$ cat config.mk
export PLATFORM = sky130hd
export DESIGN_NAME = mem_stage_flat
export DESIGN_NICKNAME = d
export VERILOG_FILES = /design/src/rtl/cpu_pkg.sv /design/src/rtl/mem_stage_if.sv /design/src/rtl/cpsr_reg.sv /design/src/rtl/mem_stage.sv /design/src/flat_wrapper.sv
export SDC_FILE = /design/constraint.sdc
export NUM_CORES = 1
export LEC_CHECK = 0
export CAP_MARGIN = 20
export CORE_MARGIN = 2
export CORE_UTILIZATION = 51
export CTS_CLUSTER_DIAMETER = 60
export CTS_CLUSTER_SIZE = 16
export DETAILED_ROUTE_END_ITERATION = 7
export DONT_BUFFER_PORTS = 1
export PLACE_DENSITY = 0.69
export SYNTH_ARGS = -nofsm -noshare
export SYNTH_HDL_FRONTEND = slang
export SYNTH_SLANG_ARGS = --single-unit
$ cat constraint.sdc
create_clock -name clk -period 1.55 [get_ports clk]
set_input_delay 0.31 -clock clk [delete_from_list [all_inputs] [get_ports clk]]
set_output_delay 0.31 -clock clk [all_outputs]
set_load 0.02 [all_outputs]
$ cat src/rtl/cpu_pkg.sv
// Shared CPU definitions: memory-stage state encoding, CPSR flag bit positions
// and the default memory access timeout.
package cpu_pkg;

  typedef enum logic [0:0] {
    StIdle,
    StMemWait
  } mem_state_e;

  localparam int unsigned FlagN = 3;
  localparam int unsigned FlagC = 2;
  localparam int unsigned FlagZ = 1;
  localparam int unsigned FlagV = 0;

  localparam int unsigned MemTimeoutDefault = 16;

endpackage

$ cat src/rtl/mem_stage_if.sv
// Bundle of EX handshake, data-memory bus and writeback/status signals of the MEM stage.
interface mem_stage_if;
  import cpu_pkg::*;

  logic        ex_valid;
  logic        ex_ready;
  logic [32:0] ex_result;
  logic [2:0]  ex_dest_reg;
  logic        ex_wb_en;
  logic        ex_flags_en;
  logic [3:0]  ex_flags_new;
  logic        ex_is_load;
  logic        ex_is_store;
  logic [31:0] ex_store_data;

  logic        mem_req;
  logic        mem_we;
  logic [31:0] mem_addr;
  logic [31:0] mem_wdata;
  logic        mem_ack;
  logic [31:0] mem_rdata;

  logic        wb_en;
  logic [2:0]  wb_reg;
  logic [31:0] wb_data;
  logic [3:0]  flags;
  logic        mem_fault;

  modport slave (
    input  ex_valid, ex_result, ex_dest_reg, ex_wb_en, ex_flags_en, ex_flags_new,
    input  ex_is_load, ex_is_store, ex_store_data, mem_ack, mem_rdata,
    output ex_ready, mem_req, mem_we, mem_addr, mem_wdata,
    output wb_en, wb_reg, wb_data, flags, mem_fault
  );

  modport master (
    output ex_valid, ex_result, ex_dest_reg, ex_wb_en, ex_flags_en, ex_flags_new,
    output ex_is_load, ex_is_store, ex_store_data, mem_ack, mem_rdata,
    input  ex_ready, mem_req, mem_we, mem_addr, mem_wdata,
    input  wb_en, wb_reg, wb_data, flags, mem_fault
  );

endinterface

$ cat src/rtl/cpsr_reg.sv
// CPSR flag register (N,C,Z,V) with load enable; cleared by reset.
module cpsr_reg (
  input  logic       clk,
  input  logic       rst_n,
  input  logic       load_i,
  input  logic [3:0] flags_i,
  output logic [3:0] flags_o
);

  logic [3:0] flags_q, flags_d;

  always_comb begin
    flags_d = flags_q;
    if (load_i) flags_d = flags_i;
  end

  always_ff @(posedge clk or negedge rst_n) begin
    if (!rst_n) flags_q <= '0;
    else        flags_q <= flags_d;
  end

  assign flags_o = flags_q;

endmodule

$ cat src/rtl/mem_stage.sv
// MEM pipeline stage: registers ALU writebacks, runs one data-memory access at a
// time with timeout, and flags misaligned/illegal/timed-out accesses in a sticky fault.
module mem_stage
  import cpu_pkg::*;
#(
  parameter int unsigned MEM_TIMEOUT = MemTimeoutDefault
) (
  input logic         clk,
  input logic         rst_n,
  mem_stage_if.slave  bus
);

  localparam int unsigned CntW = (MEM_TIMEOUT > 1) ? $clog2(MEM_TIMEOUT) : 1;
  localparam logic [CntW-1:0] CntLast = CntW'(MEM_TIMEOUT - 1);

  mem_state_e      state_q, state_d;
  logic [CntW-1:0] cnt_q, cnt_d;
  logic            mem_req_q, mem_req_d, mem_we_q, mem_we_d;
  logic [31:0]     mem_addr_q, mem_addr_d, mem_wdata_q, mem_wdata_d;
  logic            ld_wb_q, ld_wb_d;
  logic [2:0]      ld_reg_q, ld_reg_d;
  logic            wb_en_q, wb_en_d;
  logic [2:0]      wb_reg_q, wb_reg_d;
  logic [31:0]     wb_data_q, wb_data_d;
  logic            fault_q, fault_d;
  logic            flags_load;
  logic            ex_ready;
  logic            transfer, is_mem, illegal, misaligned;
  logic            unused_result_msb;

  assign unused_result_msb = bus.ex_result[32];

  // ex_ready is gated by rst_n so it reads 0 while reset is held.
  assign ex_ready   = rst_n & (state_q == StIdle);
  assign transfer   = bus.ex_valid & ex_ready;
  assign is_mem     = bus.ex_is_load | bus.ex_is_store;
  assign illegal    = bus.ex_is_load & bus.ex_is_store;
  assign misaligned = is_mem & (|bus.ex_result[1:0]);

  always_comb begin
    state_d     = state_q;
    cnt_d       = cnt_q;
    mem_req_d   = mem_req_q;
    mem_we_d    = mem_we_q;
    mem_addr_d  = mem_addr_q;
    mem_wdata_d = mem_wdata_q;
    ld_wb_d     = ld_wb_q;
    ld_reg_d    = ld_reg_q;
    wb_en_d     = 1'b0;
    wb_reg_d    = '0;
    wb_data_d   = '0;
    fault_d     = fault_q;
    flags_load  = 1'b0;

    unique case (state_q)
      StIdle: begin
        if (transfer) begin
          if (illegal || misaligned) begin
            fault_d = 1'b1;
          end else if (is_mem) begin
            state_d     = StMemWait;
            cnt_d       = '0;
            mem_req_d   = 1'b1;
            mem_we_d    = bus.ex_is_store;
            mem_addr_d  = bus.ex_result[31:0];
            mem_wdata_d = bus.ex_store_data;
            ld_wb_d     = bus.ex_is_load & bus.ex_wb_en;
            ld_reg_d    = bus.ex_dest_reg;
          end else begin
            wb_en_d    = bus.ex_wb_en;
            flags_load = bus.ex_flags_en;
            if (bus.ex_wb_en) begin
              wb_reg_d  = bus.ex_dest_reg;
              wb_data_d = bus.ex_result[31:0];
            end
          end
        end
      end
      StMemWait: begin
        // Ack is checked first so it wins over a timeout on the same edge.
        if (bus.mem_ack || cnt_q == CntLast) begin
          state_d     = StIdle;
          cnt_d       = '0;
          mem_req_d   = 1'b0;
          mem_we_d    = 1'b0;
          mem_addr_d  = '0;
          mem_wdata_d = '0;
          ld_wb_d     = 1'b0;
          if (bus.mem_ack) begin
            wb_en_d = ld_wb_q;
            if (ld_wb_q) begin
              wb_reg_d  = ld_reg_q;
              wb_data_d = bus.mem_rdata;
            end
          end else begin
            fault_d = 1'b1;
          end
        end else begin
          cnt_d = cnt_q + CntW'(1);
        end
      end
      default: state_d = StIdle;
    endcase
  end

  always_ff @(posedge clk or negedge rst_n) begin
    if (!rst_n) begin
      state_q     <= StIdle;
      cnt_q       <= '0;
      mem_req_q   <= 1'b0;
      mem_we_q    <= 1'b0;
      mem_addr_q  <= '0;
      mem_wdata_q <= '0;
      ld_wb_q     <= 1'b0;
      ld_reg_q    <= '0;
      wb_en_q     <= 1'b0;
      wb_reg_q    <= '0;
      wb_data_q   <= '0;
      fault_q     <= 1'b0;
    end else begin
      state_q     <= state_d;
      cnt_q       <= cnt_d;
      mem_req_q   <= mem_req_d;
      mem_we_q    <= mem_we_d;
      mem_addr_q  <= mem_addr_d;
      mem_wdata_q <= mem_wdata_d;
      ld_wb_q     <= ld_wb_d;
      ld_reg_q    <= ld_reg_d;
      wb_en_q     <= wb_en_d;
      wb_reg_q    <= wb_reg_d;
      wb_data_q   <= wb_data_d;
      fault_q     <= fault_d;
    end
  end

  cpsr_reg u_cpsr (
    .clk     (clk),
    .rst_n   (rst_n),
    .load_i  (flags_load),
    .flags_i (bus.ex_flags_new),
    .flags_o (bus.flags)
  );

  assign bus.ex_ready  = ex_ready;
  assign bus.mem_req   = mem_req_q;
  assign bus.mem_we    = mem_req_q & mem_we_q;
  assign bus.mem_addr  = mem_req_q ? mem_addr_q  : '0;
  assign bus.mem_wdata = mem_req_q ? mem_wdata_q : '0;
  assign bus.wb_en     = wb_en_q;
  assign bus.wb_reg    = wb_reg_q;
  assign bus.wb_data   = wb_data_q;
  assign bus.mem_fault = fault_q;

endmodule

$ cat src/flat_wrapper.sv
// flat-port wrapper written by rule: the top's interface ports become plain ports
module mem_stage_flat import cpu_pkg::*;
#(
  parameter int unsigned MEM_TIMEOUT = MemTimeoutDefault
)
  (clk, rst_n, bus_ex_valid, bus_ex_result, bus_ex_dest_reg, bus_ex_wb_en, bus_ex_flags_en, bus_ex_flags_new, bus_ex_is_load, bus_ex_is_store, bus_ex_store_data, bus_mem_ack, bus_mem_rdata, bus_ex_ready, bus_mem_req, bus_mem_we, bus_mem_addr, bus_mem_wdata, bus_wb_en, bus_wb_reg, bus_wb_data, bus_flags, bus_mem_fault);
  mem_stage_if bus_i ();
  input logic clk;
  input logic rst_n;
  input wire logic [$bits(bus_i.ex_valid)-1:0] bus_ex_valid;
  input wire logic [$bits(bus_i.ex_result)-1:0] bus_ex_result;
  input wire logic [$bits(bus_i.ex_dest_reg)-1:0] bus_ex_dest_reg;
  input wire logic [$bits(bus_i.ex_wb_en)-1:0] bus_ex_wb_en;
  input wire logic [$bits(bus_i.ex_flags_en)-1:0] bus_ex_flags_en;
  input wire logic [$bits(bus_i.ex_flags_new)-1:0] bus_ex_flags_new;
  input wire logic [$bits(bus_i.ex_is_load)-1:0] bus_ex_is_load;
  input wire logic [$bits(bus_i.ex_is_store)-1:0] bus_ex_is_store;
  input wire logic [$bits(bus_i.ex_store_data)-1:0] bus_ex_store_data;
  input wire logic [$bits(bus_i.mem_ack)-1:0] bus_mem_ack;
  input wire logic [$bits(bus_i.mem_rdata)-1:0] bus_mem_rdata;
  output wire logic [$bits(bus_i.ex_ready)-1:0] bus_ex_ready;
  output wire logic [$bits(bus_i.mem_req)-1:0] bus_mem_req;
  output wire logic [$bits(bus_i.mem_we)-1:0] bus_mem_we;
  output wire logic [$bits(bus_i.mem_addr)-1:0] bus_mem_addr;
  output wire logic [$bits(bus_i.mem_wdata)-1:0] bus_mem_wdata;
  output wire logic [$bits(bus_i.wb_en)-1:0] bus_wb_en;
  output wire logic [$bits(bus_i.wb_reg)-1:0] bus_wb_reg;
  output wire logic [$bits(bus_i.wb_data)-1:0] bus_wb_data;
  output wire logic [$bits(bus_i.flags)-1:0] bus_flags;
  output wire logic [$bits(bus_i.mem_fault)-1:0] bus_mem_fault;
  assign bus_i.ex_valid = bus_ex_valid;
  assign bus_i.ex_result = bus_ex_result;
  assign bus_i.ex_dest_reg = bus_ex_dest_reg;
  assign bus_i.ex_wb_en = bus_ex_wb_en;
  assign bus_i.ex_flags_en = bus_ex_flags_en;
  assign bus_i.ex_flags_new = bus_ex_flags_new;
  assign bus_i.ex_is_load = bus_ex_is_load;
  assign bus_i.ex_is_store = bus_ex_is_store;
  assign bus_i.ex_store_data = bus_ex_store_data;
  assign bus_i.mem_ack = bus_mem_ack;
  assign bus_i.mem_rdata = bus_mem_rdata;
  assign bus_ex_ready = bus_i.ex_ready;
  assign bus_mem_req = bus_i.mem_req;
  assign bus_mem_we = bus_i.mem_we;
  assign bus_mem_addr = bus_i.mem_addr;
  assign bus_mem_wdata = bus_i.mem_wdata;
  assign bus_wb_en = bus_i.wb_en;
  assign bus_wb_reg = bus_i.wb_reg;
  assign bus_wb_data = bus_i.wb_data;
  assign bus_flags = bus_i.flags;
  assign bus_mem_fault = bus_i.mem_fault;
  mem_stage #(.MEM_TIMEOUT(MEM_TIMEOUT)) u_core (.clk(clk), .rst_n(rst_n), .bus(bus_i));
endmodule
==> out/metrics.csv <==
stage,metric,value,unit
cts,hold buffers post-CTS,2,
route,Post-route DRC,0,
finish,final instance area,7120,sq um
route,vias per cell,6.89,
sta,final worst path period need,1.62,ns
route,wire per inst,24.6,um
cts,cts bufs inserted,17,
sta,actual slew at the worst max-slew pin,0.394,ns
sta,Achievable Freq,618,MHz
die,core area,11400,sq um
sta,final worst slack,-0.0685,ns
finish,synth-to-layout area growth,20.4,%
route,Initial DRC Count,363,
sta,Worst Skew,0.00755,ns
cts,clk slew on worst S/H paths,0.06,ns
finish,fin cells,675,
sta,final number of setup-violating endpoints,113,
synth,Syn Inst Count,526,
worst_setup_path,CP Capture Type,flop,
synth,cell accounting for the most synthesized area,dfrtp_1,
global_route,global route overflow,0,
die,I/O pin cnt,220,
synth,Post-synth EDFFs,0,
run,max-cap viol count,0,
synth,fraction of registers with async set/reset,100,%
global_route,Tot GR Track Use,26.4,%
cts,Max Buffers Root-to-Sink,2,
die,std cell rows,39,
route,ANT nets after route,0,
die,die area,12500,sq um
global_route,largest net degree at the start of global routing,120,
worst_setup_path,crit path kind,flop to flop,
die,DIE WIDTH,112,um
finish,ratio of cells with drive above 1 in the final layout,29.1,%
sta,Hold WS,-0.406,ns
global_route,vias in the first global route,4626,
route,vias,4652,
synth,Area contributors post-synth,"dfrtp_1 (49%), o311a_1 (9.6%), a211o_1 (8.4%)",
placed_design,dpl cells,635,
synth,Yosys cell types,41,
finish,ANT cells,0,
cts,clock sinks,116,
worst_setup_path,Setup crit start kind,flop,
cts,worst skew pair latency,0.41,ns
finish,nets,632,
route,Detailed Route WL,16600,um
finish,final core utilization,62.6,%
hold_path,hold crit path type,primary input to asynchronous set/reset pin,
worst_setup_path,crit-path max FO,24,
run_status,status,"finished, violations left",
synth,"flops & latches, synth",116,
worst_setup_path,crit path DAT,1.92,ns
global_route,first-pass GRT wire length,26100,um
synth,Synth Flop Type,dfrtp_1,
die,initial core utilization,52.0,%
die,Die Y,112,um
power,Lkg Pwr,3.76,nW
cts,H-Tree Depth,4,
synth,area fraction of the dominant cell type after synthesis,49.1,%
power,P per Cell Area,1390,nW/um^2
synth,synth warn,0,
synth,cell with the most instances after synthesis,dfrtp_1,
sta,max_slew headroom,73.4,%
cts,CTS tree,yes,
sta,RSZ-0062 raised after global routing,yes,
route,Pre-antenna DRT Iters,5,
global_route,antenna violations before repair,0,
synth,post-synthesis sequential area ratio,49.1,%
synth,syn_area_per_cell,11.2,sq um
power,Tot Pwr,0.00990,W
cts,CTS root buffer,clkbuf_16,
synth,Post-Syn Area,5910,sq um
sta,"Slew Viols, Final",0,
run_status,violated checks,"hold timing, setup timing",
sta,final hold vios,116,
placed_design,placed instance area,6170,sq um
placed_design,Final GP Congestion,0.797,
sta,Final period util,104,%
placed_design,I/O Buffers,0,
placed_design,HPWL Detailed,10100,um
synth,Post-Syn Nets,639,
worst_setup_path,Crit path required time,1.85,ns
power,peak supply drop,1.40,mV
synth,Commonest cells post-synth,"dfrtp_1 (116), and2_1 (65), and3_1 (61)",
[power by group]
group          internal [W]  total [W]  switching, W  leakage, nW
Clock               0.00260    0.00399       0.00139        0.291
Combinational      0.000977    0.00196      0.000987         1.93
Sequential          0.00354    0.00395      0.000405         1.54
[placed cells by master (no fill, tap or decap), types with 7 or more instances in the layout]
cell       count
buf_12        15
buf_4         13
and3_1        60
clkbuf_16     19
nand3_1        8
and2_2        50
a22o_1        34
dfrtp_1      115
o311a_1       57
and2_4        15
mux2_2         7
a211o_1       57
inv_1          8
[stage by stage]
step | setup slack (ns) | TNS, ns
floorplan | 0.00108 | 0
global placement | -0.0782 | -2.97
detailed placement | -0.109 | -4.43
CTS | -0.0667 | -3.72
global route | -0.119 | -9.14
finish | -0.0685 | -3.11
[path summary, 6_finish.rpt]
check                                                from                            endpoint  slack (ns)  depth (start not counted)
min in group clk                    bus_ex_store_data[30]  u_core.mem_wdata_q[30]$_DFFE_PN0P_        0.02                          1
hold reg to reg            u_core.ld_reg_q[0]$_DFFE_PN0P_      u_core.bus.wb_reg[0]$_DFF_PN0_        0.52                          1
max in group asynchronous                           rst_n   u_core.mem_wdata_q[4]$_DFFE_PN0P_        1.72                          0
setup / recovery                 u_core.state_q$_DFF_PN0_    u_core.mem_addr_q[6]$_DFFE_PN0P_       -0.07                          5
hold / removal                                      rst_n   u_core.mem_addr_q[26]$_DFFE_PN0P_       -0.41                          0
setup reg to reg                 u_core.state_q$_DFF_PN0_    u_core.mem_addr_q[6]$_DFFE_PN0P_       -0.07                          5
[cell families (layout without fill, tap and decap cells)]
| kind of cell | Yosys count | in the layout | synth area share [%] |
|---|---|---|---|
| mux | 8 | 8 | 1.50 |
| flops | 116 | 116 | 49.1 |
| xor+xnor | 3 | 3 | 0.762 |
| simple gates | 158 | 158 | 16.6 |
| compound gates | 166 | 166 | 25.7 |
| fa+ha+maj | 2 | 2 | 0.381 |
| buf+inv | 73 | 79 | 5.99 |
[metal layers]
layer  part of all wire [%]  track usage, %  vias up  wire (um)
met5                      0               0        -          0
met2                     51            43.9      228       8490
met1                     40            32.7     2368       6590
li1                       -               -     2024          -
met3                    7.3            8.00       32       1220
met4                    2.0            9.38        0        337
[worst max-delay path, cell delays in order (launching register included)]
cell and delay [ns]:
dfrtp_1 0.38, nand3b_1 0.18, buf_6 0.16, buf_12 0.16
o311a_1 0.35, a211o_1 0.26
[timing repair]
| item | in CTS | in global routing |
|---|---|---|
| endpoints found under the hold margin | 118 | 116 |
| pin swaps | 40 | 48 |
| cloned | 1 | 2 |
| setup buffers | 2 | 1 |
| gates resized for setup | 97 | 10 |
| endpoints found under the setup margin | 154 | 136 |
[area by class of cell]
type                    instances  area, sq um
repair buffers                 38          568
well taps                     143          179
inverters                       9         33.8
fillers                       883         4250
multi-input cells             337         2820
clock buffers                  19          453
flip-flops and latches        116         2900
clock inverters                13          158
No activity file was read; power rests on OpenSTA's default activity.
==> RTL edit: new RTL, same settings <==
Take the reset off `mem_wdata_q` and load it in a clocked block of its own.
--- a/src/rtl/mem_stage.sv
+++ b/src/rtl/mem_stage.sv
@@ -110,7 +110,6 @@
       mem_req_q   <= 1'b0;
       mem_we_q    <= 1'b0;
       mem_addr_q  <= '0;
-      mem_wdata_q <= '0;
       ld_wb_q     <= 1'b0;
       ld_reg_q    <= '0;
       wb_en_q     <= 1'b0;
@@ -123,7 +122,6 @@
       mem_req_q   <= mem_req_d;
       mem_we_q    <= mem_we_d;
       mem_addr_q  <= mem_addr_d;
-      mem_wdata_q <= mem_wdata_d;
       ld_wb_q     <= ld_wb_d;
       ld_reg_q    <= ld_reg_d;
       wb_en_q     <= wb_en_d;
@@ -131,6 +129,10 @@
       wb_data_q   <= wb_data_d;
       fault_q     <= fault_d;
     end
+  end
+
+  always_ff @(posedge clk) begin
+    mem_wdata_q <= mem_wdata_d;
   end
 
   cpsr_reg u_cpsr (
Function: same outputs for any inputs over 4 cycles, from zero or initial values and one cycle with rst_n low; that may be too few to reach the edited logic, so the function may still have changed.
==> RTL edit against the original RTL <==
The run still ends with negative hold slack, negative setup slack left. Cell area fell by 3.6%. Sequential cell count unchanged. Hold slack got worse by 100 ps. Sequential share of layout area rose by 3.9 points. Non-clock buffer count grew 73. Total power down 7.7%. Area after synthesis decreased by 18%. Wire length down 18%. Count of clock-buffer cells in the layout shrank 1. Worst setup slack worse by 88 ps. Critical path type is now reg2out. Largest cell class unchanged. Largest power group unchanged. Highest routed layer unchanged.
==> RTL edit: results <==
[power]
irDropWorstVdd_mv = 0.770
p_leak_nw = 3.05

[detailed_routing]
drt_iter0_drc = 111
vias = 3505
postRouteWirelength_mm = 13.6

[setup_path]
regToRegSetupSlack_ps = 50
slowest_delay_ps = 410
arrival_ps = 1400
cp-endpoint = "bus_mem_addr[4]"

[outcome]
violations = "negative hold slack, negative setup slack"
outcome = "complete, but fails checks"

[sta]
setup_viol = 66
hold_viol = 84
setup_ws_ps = -156
maxSlewHeadroom = 0.786
tns_ps = -9210
fin_hold_ws_ps = -506

[placed_design]
pre_cts_ws_ps = -14.2
dp_hpwl_mm = 7.46
dp_cells = 495
place_congestion = 0.784

[global_routing]
grt_pass1_vias = 3593
grt_first_pass_wirelength_mm = 18.7
grt_max_degree = 88
grt_use_total = 0.242

[final_layout]
layout-drive-gt1-share = 0.310
nets = 587

[yosys]
synth_edf_count = 32
synthTopCellsByArea = "dfrtp_1, edfxtp_1, a22o_1, and2_1, nor2b_1"
synthTopCellsByCount = "dfrtp_1, and2_1, a22o_1"
async_flop_share = 0.724

[clock_network]
clkLatencyLatePin_ps = 510
[RTL edit: metal layers]
| metal | track usage | wire length, um | part of all wire |
|---|---|---|---|
| met5 | 0 | 0 | 0 |
| met4 | 0.103 | 324 | 0.024 |
| met3 | 0.0897 | 1220 | 0.090 |
| met2 | 0.411 | 7050 | 0.52 |
| met1 | 0.277 | 4970 | 0.37 |
[RTL edit: cell families (layout without fill, tap and decap cells)]
| kind of cell | after synthesis | in the layout | share of synthesized area |
|---|---|---|---|
| compound gates | 80 | 80 | 0.139 |
| xor+xnor | 2 | 2 | 0.00362 |
| buf+inv | 29 | 146 | 0.0290 |
| flops | 116 | 116 | 0.633 |
| other cells | 0 | 1 | 0 |
| simple gates | 129 | 129 | 0.164 |
| mux | 13 | 13 | 0.0290 |
| fa+ha+maj | 1 | 1 | 0.00258 |
[RTL edit: power by group]
group	internal (mW)	total, mW	switching [mW]
Sequential	3.43	3.65	0.214
Combinational	0.858	1.73	0.876
Clock	2.34	3.76	1.42
Total	6.63	9.14	2.51
[RTL edit: final cells by class]
class	count	area (sq um)
Sequential cell	116	3070
Fill cell	579	2380
Multi-Input combinational cell	225	1850
Timing Repair Buffer	111	1190
Clock buffer	18	428
Tap cell	129	161
Clock inverter	14	150
Inverter	3	15.0
Antenna cell	1	2.50
[RTL edit: worst reg2reg max path, stage by stage, from the launching register on]
cell and delay (ps):
dfrtp_2 440, buf_6 140, buf_4 180, and3_4 190, buf_12 160, or2_2 280
[RTL edit: what timing repair did]
action,4_1_cts,5_1_grt
gates resized for setup,80,66
hold buffers,80,1
buffers inserted,1,1
endpoints found under the setup margin,80,136
pin swaps,0,1
gates cloned,0,6
hold endpoints to repair,160,85
